**src/rtl/sram_arbiter.sv**
```systemverilog
// sram_arbiter: round-robin two-requester controller for one asynchronous
// 6264-class SRAM. Each granted access runs SETUP, STROBE (RD_WAIT/WR_WAIT
// cycles, minimum 1) and RECOVER, then returns a one-cycle ACK, plus RDATA
// for reads. All outputs are registered.
//
// Ports:
//   CLK, nRESET                 clock, asynchronous active-low reset
//   A_REQ/A_WE/A_ADDR/A_WDATA   requester A request (level, held until ACK)
//   A_ACK, A_RDATA              requester A completion pulse and read data
//   B_*                         same set for requester B
//   nCE, nOE, nWE               SRAM strobes (active low)
//   SRAM_A, SRAM_DO, SRAM_DOE   SRAM address, write data, data-bus drive enable
//   SRAM_DI                     data from the SRAM bus
module sram_arbiter #(
  parameter int ADDR_WIDTH = 13,
  parameter int DATA_WIDTH = 8,
  parameter int RD_WAIT    = 2,
  parameter int WR_WAIT    = 2
) (
  input  logic                  CLK,
  input  logic                  nRESET,
  input  logic                  A_REQ,
  input  logic                  A_WE,
  input  logic [ADDR_WIDTH-1:0] A_ADDR,
  input  logic [DATA_WIDTH-1:0] A_WDATA,
  output logic                  A_ACK,
  output logic [DATA_WIDTH-1:0] A_RDATA,
  input  logic                  B_REQ,
  input  logic                  B_WE,
  input  logic [ADDR_WIDTH-1:0] B_ADDR,
  input  logic [DATA_WIDTH-1:0] B_WDATA,
  output logic                  B_ACK,
  output logic [DATA_WIDTH-1:0] B_RDATA,
  output logic                  nCE,
  output logic                  nOE,
  output logic                  nWE,
  output logic [ADDR_WIDTH-1:0] SRAM_A,
  output logic [DATA_WIDTH-1:0] SRAM_DO,
  output logic                  SRAM_DOE,
  input  logic [DATA_WIDTH-1:0] SRAM_DI
);

  // Wait states below 1 are clamped so a strobe always lasts at least one cycle.
  localparam int unsigned RD_W  = (RD_WAIT < 1) ? 1 : RD_WAIT;
  localparam int unsigned WR_W  = (WR_WAIT < 1) ? 1 : WR_WAIT;
  localparam int unsigned MAX_W = (RD_W > WR_W) ? RD_W : WR_W;
  localparam int unsigned CNT_W = $clog2(MAX_W + 1);

  typedef enum logic [1:0] {IDLE, SETUP, STROBE, RECOVER} state_t;

  state_t           state;
  logic             last_b;   // 1 when B was granted most recently
  logic             cur_b;    // grantee of the access in progress
  logic             cur_we;
  logic [CNT_W-1:0] cnt;

  logic                  grant_a_c;
  logic                  grant_b_c;
  logic                  sel_we_c;
  logic [ADDR_WIDTH-1:0] sel_addr_c;
  logic [DATA_WIDTH-1:0] sel_wdata_c;

  // Round-robin pick: a lone request wins, otherwise the one not granted last.
  always_comb begin
    grant_a_c   = A_REQ && (!B_REQ || last_b);
    grant_b_c   = B_REQ && (!A_REQ || !last_b);
    sel_we_c    = grant_b_c ? B_WE    : A_WE;
    sel_addr_c  = grant_b_c ? B_ADDR  : A_ADDR;
    sel_wdata_c = grant_b_c ? B_WDATA : A_WDATA;
  end

  // Access sequencer with registered SRAM strobes and requester handshakes.
  always_ff @(posedge CLK or negedge nRESET) begin
    if (!nRESET) begin
      state    <= IDLE;
      last_b   <= 1'b1;
      cur_b    <= 1'b0;
      cur_we   <= 1'b0;
      cnt      <= '0;
      nCE      <= 1'b1;
      nOE      <= 1'b1;
      nWE      <= 1'b1;
      SRAM_DOE <= 1'b0;
      SRAM_A   <= '0;
      SRAM_DO  <= '0;
      A_ACK    <= 1'b0;
      B_ACK    <= 1'b0;
      A_RDATA  <= '0;
      B_RDATA  <= '0;
    end else begin
      A_ACK <= 1'b0;
      B_ACK <= 1'b0;
      case (state)
        IDLE: begin
          if (grant_a_c || grant_b_c) begin
            cur_b    <= grant_b_c;
            last_b   <= grant_b_c;
            cur_we   <= sel_we_c;
            SRAM_A   <= sel_addr_c;
            SRAM_DO  <= sel_wdata_c;
            nCE      <= 1'b0;
            SRAM_DOE <= sel_we_c;
            state    <= SETUP;
          end
        end
        SETUP: begin
          cnt   <= cur_we ? CNT_W'(WR_W) : CNT_W'(RD_W);
          nOE   <= cur_we;
          nWE   <= !cur_we;
          state <= STROBE;
        end
        STROBE: begin
          cnt <= cnt - CNT_W'(1);
          if (cnt == CNT_W'(1)) begin
            nOE   <= 1'b1;
            nWE   <= 1'b1;
            state <= RECOVER;
            if (cur_b) B_ACK <= 1'b1;
            else       A_ACK <= 1'b1;
            // Read data is taken on the edge that closes the last strobe cycle.
            if (!cur_we) begin
              if (cur_b) B_RDATA <= SRAM_DI;
              else       A_RDATA <= SRAM_DI;
            end
          end
        end
        RECOVER: begin
          // Data and address were held through this cycle; release the bus now.
          nCE      <= 1'b1;
          SRAM_DOE <= 1'b0;
          state    <= IDLE;
        end
        default: state <= IDLE;
      endcase
    end
  end

endmodule

```
**config.mk**
```make
export PLATFORM = sky130hd
export DESIGN_NAME = sram_arbiter
export DESIGN_NICKNAME = d
export VERILOG_FILES = /design/src/rtl/sram_arbiter.sv
export SDC_FILE = /design/constraint.sdc
export NUM_CORES = 1
export LEC_CHECK = 0
export CAP_MARGIN = 20
export CORE_ASPECT_RATIO = 0.5
export CORE_MARGIN = 10
export CORE_UTILIZATION = 41
export DETAILED_ROUTE_END_ITERATION = 10
export GPL_TIMING_DRIVEN = 0
export PLACE_DENSITY = 0.9
export SYNTH_ARGS = -nofsm -noshare
export SYNTH_HDL_FRONTEND = slang
export SYNTH_SLANG_ARGS = --single-unit
```
**constraint.sdc**
```tcl
create_clock -name CLK -period 2 [get_ports CLK]
set_input_delay 0.2 -clock CLK [delete_from_list [all_inputs] [get_ports CLK]]
set_output_delay 0.2 -clock CLK [all_outputs]
set_load 0.005 [all_outputs]
```
-- Yosys cells after proc, flatten, opt, wreduce, memory -nomap -nowiden
Index checks and enable logic that the tools add are counted.
- logic and storage cells: 62
- output and inout port bits: 43
- bits of input ports: 56
- register bits: 50
- multiplexer cells: 20
- add/sub/neg operators: 1
- bitwise operators: 2
- equality and inequality tests: 6
- reduce and logical (&&, ||, !) cells: 18
- operators with widths (operator ; count):
    two-way mux 13 bit ; 1
    two-way mux 1 bit ; 10
    two-way mux 8 bit ; 1
    one-hot mux 1 bit (2 select lines) ; 4
    one-hot mux 2 bit (4 select lines) ; 1
    AND reduction 2 bit ; 4
    AND reduction 4 bit ; 2
    == test 2 x 1 -> 1 bit, second input constant ; 2
    == test 2 bit, second input constant ; 2
    logical NOT 1 bit ; 4
    two-way mux 2 bit ; 2
    inequality test 2 bit, second input constant ; 2
    one-hot mux 2 bit (2 select lines) ; 1
    nonzero test 2 bit ; 2
    logical OR 1 bit ; 3
    logical AND 1 bit ; 2
    logical NOT 2 bit ; 1
    inverter 1 bit ; 2
    subtractor 2 x 1 -> 2 bit, second input constant ; 1

-- Depth between registers and ports, before layout
- depth after elaboration: 6
- gate-level depth with buffers: 7
- gate-level depth less buffers: 5

-- Worst setup path before layout
OpenSTA, ideal clock, no wires.
- kind: register -> register
- start point: register state[0]
- end point: register A_RDATA[0]
- buffers on the path: 0
- path slack: 422 ps
- library setup time: 125 ps
- data required time: 1875 ps
- period minus slack after synthesis: 1578 ps
- cell stages (with the launch flop): 6
- data arrival time: 1454 ps
- cell sequence: dfrtp_1 -> inv_1 -> ha_1 -> nand2_1 -> nor3_4 -> mux2_2
- cells in the longest elaborated chain, start to end: 2
- RTL lines (what ; RTL line ; text):
    start, declared ; 51 ; state_t state;
    start signal, assigned ; 75 ; state <= IDLE;
    start signal, assigned ; 103 ; state <= SETUP;
    start signal, assigned ; 110 ; state <= STROBE;
    == test 2 bit ; 93 ; case (state)
    AND reduction 4 bit (no line) ; - ;
    end signal, assigned ; 88 ; A_RDATA <= '0;
    end signal, assigned ; 123 ; else A_RDATA <= SRAM_DI;
    end, declared ; 27 ; output logic [DATA_WIDTH-1:0] A_RDATA,
Every way passes these cells.
A chain may end at the register's enable or synchronous reset.

-- Worst setup path after layout
- start point: register state[0]
- end point: register A_RDATA[6]
The elaborated chain is that of the path after synthesis.

==> reports/metrics.yaml <==
worst_setup_path:
  crit_start: "state[0]$_DFFE_PN0P_"
  critPathArrivalTime_ns: 2.02
  cp.required_ns: 2.20
  critPathCaptureType: "register"
  path_cells: "inv_1 -> ha_1 -> nand2_1 -> nor3_4 -> buf_12 -> mux2_2"
  crit_slowest_cell: "dfrtp_1"
  timing.rr.end: "A_RDATA[6]$_DFFE_PN0P_"
  crit_end: "A_RDATA[6]$_DFFE_PN0P_"
  cp_max_fo: 8
  r2r_cells: 6
  start_kind: "register"
  slowest_delay_ns: 0.44
  reg2reg_setup_slack_ns: 0.18
  path_class: "register to register"
  r2r_start: "state[0]$_DFFE_PN0P_"
floorplanning:
  rows: 18
  ios: 99
  die_area_mm2: 0.008884
  fp.dieW_um: 123.7
  fp.dieH_um: 71.84
  start_util_pct: 43.48
  core_mm2: 0.005067
logic_synthesis:
  synth_seq_area_share_pct: 57.01
  yosysWarnings: 0
  synth.distinct_cells: 25
  syn_inst: 184
  syn_avg_cell_area_um2: 11.97
  ys_seq_elements: 50
  netlist_area_mm2: 0.002203
  syn_nets: 246
drt:
  num_vias: 1764
  totalWireLength_um: 6324
  antenna_left: 0
  post_drt_wl_per_cell_um: 17.42
  routed_via_density: 4.860
  dr.pass1.iters: 4
  route.detailed.drc: 0
  drt_iter0_markers: 61
clock_network:
  cts_tree: "built"
  cts_sinks: 50
  cts_root_buf: "clkbuf_8"
  clk_latency_ns: 0.31
  clkSlewWorstSetupHoldPaths_ns: 0.10
  cts-htree-levels: 2
  cts_buffer_depth: 2
  cts_buffers: 5
global_route:
  grt_pass1_wl_um: 9901
  grt-ovfl-total: 0
  grt_pass1_vias: 1917
  grt_max_degree: 42
  antenna_found_initial: 0
  grtUsageTotal_pct: 13.86
power:
  p_leak_nw: 1.547
  power_density_mw_per_mm2: 1339
  total_power_mw: 4.577
  ir_drop_uv: 562.0
timing:
  slew_headroom_pct: 68.60
  rsz0062_at_grt: "false"
  maxSlewViolCount: 0
  hold_violations: 0
  setup_viol: 0
  period_share_pct: 90.86
  max_slew.worst_pin.slew_ns: 0.4711
  period_needed_ns: 1.817
  fmax_ghz: 0.5503
  skew_ns: 0.009405
layout:
  final_nets: 354
  drive_above_1_share_pct: 13.99
  utilization_pct: 67.43
  num_antenna_cells: 0
  area_delta_synth_final_pct: 55.08
  fin_area_mm2: 0.003417
place:
  gp_congestion: 0.7950
  place_area_mm2: 0.003287
  io_buffers: 98
  place_hpwl_um: 5030
run_status:
  status: "finished clean"
worst_hold_path:
  hp-class: "primary input to async pin"
run:
  drv_cap: 0
## cell type report
type / count / area (µm²)
Clock inverter: 2 / 17.52
Multi-Input combinational cell: 117 / 857.1
Sequential cell: 50 / 1256
Buffer: 8 / 56.30
Fill cell: 375 / 1650
Inverter: 9 / 33.78
Timing Repair Buffer: 101 / 1026
Clock buffer: 6 / 82.58
Tap cell: 70 / 87.58
## cell families (layout without fill, tap and decap cells)
family	after synthesis	in the layout	share of synthesized area [%]
buffers and inverters	17	126	4.088
adders and majority gates	6	6	3.407
DFF	50	50	57.01
AOI/OAI and AO/OA	37	37	9.143
muxes	41	41	19.59
and+or+nand+nor	33	33	6.758
## routing by layer
layer | GRT usage [%] | part of all wire [%] | vias up
met1 | 14.14 | 36 | 865
met4 | 2.953 | 0.35 | 0
met2 | 27.59 | 58 | 41
li1 | - | - | 856
met5 | 0 | 0 | -
met3 | 3.597 | 5.5 | 2
## cells in the mapped netlist
cell,instances,area share (%)
dfrtp_1,46,52
nand2_1,25,4.3
mux2i_1,24,11
o21ai_0,24,5.5
mux2_2,17,8.7
inv_1,9,1.5
ha_1,6,3.4
a21oi_1,4,0.91
dfstp_2,4,4.8
o21ai_1,4,0.91
buf_2,3,0.68
buf_6,3,1.5
clkbuf_1,2,0.34
nor3_1,2,0.45
a21bo_2,1,0.45
a31oi_1,1,0.28
and3_1,1,0.28
nand2_2,1,0.28
nand3_1,1,0.23
nor2_1,1,0.17
nor3_4,1,0.74
nor3b_1,1,0.34
o211ai_1,1,0.34
o31ai_1,1,0.34
o32a_1,1,0.45
## worst max-delay path: cells and delay by family, from the launching register on
family | cells | cell delay (ns)
flops | 1 | 0.44
simple gates | 2 | 0.38
mux | 1 | 0.33
buf+inv | 2 | 0.29
fa+ha+maj | 1 | 0.27
## cells in the final DEF (no fill, tap or decap), drive strengths merged, types with 2 or more instances in the layout
| cell type | count |
|---|---|
| o21ai | 28 |
| clkinv | 2 |
| nor3 | 3 |
| dfrtp | 46 |
| a21oi | 4 |
| ha | 6 |
| mux2i | 24 |
| buf | 9 |
| clkdlybuf4s50 | 97 |
| clkbuf | 8 |
| dfstp | 4 |
| inv | 9 |
| mux2 | 17 |
| nand2 | 26 |
## metrics by stage
step | hold WS, ns | std cells | setup slack [ns] | TNS (ns)
2_1_floorplan | -0.09559 | 184 | 0.4216 | 0
3_3_place_gp | 0.4617 | 352 | -0.6098 | -28.36
3_5_place_dp | 0.08383 | 353 | 0.1645 | 0
4_1_cts | 0.2831 | 362 | 0.1494 | 0
5_1_grt | 0.3236 | 363 | 0.04237 | 0
6_report | 0.2852 | 363 | 0.1827 | 0
## what timing repair did
| item | in CTS | in global routing |
|---|---|---|
| hold endpoints to repair | 9 | 0 |
| buffers inserted | 0 | 1 |
| hold buffers | 1 | 0 |
| gates resized for setup | 0 | 0 |
| setup endpoints to repair | 0 | 8 |
## power breakdown
part / total, mW / leakage [nW] / internal [mW] / switching (mW)
Sequential: 1.81 / 0.614 / 1.52 / 0.287
Combinational: 2.13 / 0.882 / 1.25 / 0.881
Clock: 0.641 / 0.0514 / 0.285 / 0.355
Total: 4.58 / 1.55 / 3.05 / 1.52
## state kept, by name, indices dropped and copies added, names as in the netlist
register and cells:
A_RDATA 8, nCE 1, nOE 1, state 2, last_b 1, A_ACK 1, SRAM_DO 8, nWE 1
cur_we 1, SRAM_A 13, SRAM_DOE 1, cnt 2, cur_b 1, B_ACK 1, B_RDATA 8
## worst min path at each step
| stage | startpoint | endpoint | slack (ns) | cells past startpoint |
|---|---|---|---|---|
| after detailed placement | nRESET | SRAM_DO[6]$_DFFE_PN0P_ | 0.08 | 1 |
| after floorplan | nRESET | A_ACK$_DFF_PN0_ | -0.1 | 0 |
| after CTS | nRESET | SRAM_DO[3]$_DFFE_PN0P_ | 0.28 | 2 |
| final | nRESET | SRAM_DO[6]$_DFFE_PN0P_ | 0.29 | 2 |
| after global routing | nRESET | SRAM_DO[3]$_DFFE_PN0P_ | 0.32 | 2 |
| after global placement | SRAM_DO[3]$_DFFE_PN0P_ | SRAM_DO[3]$_DFFE_PN0P_ | 0.46 | 2 |
No activity file was read; power rests on OpenSTA's default activity.
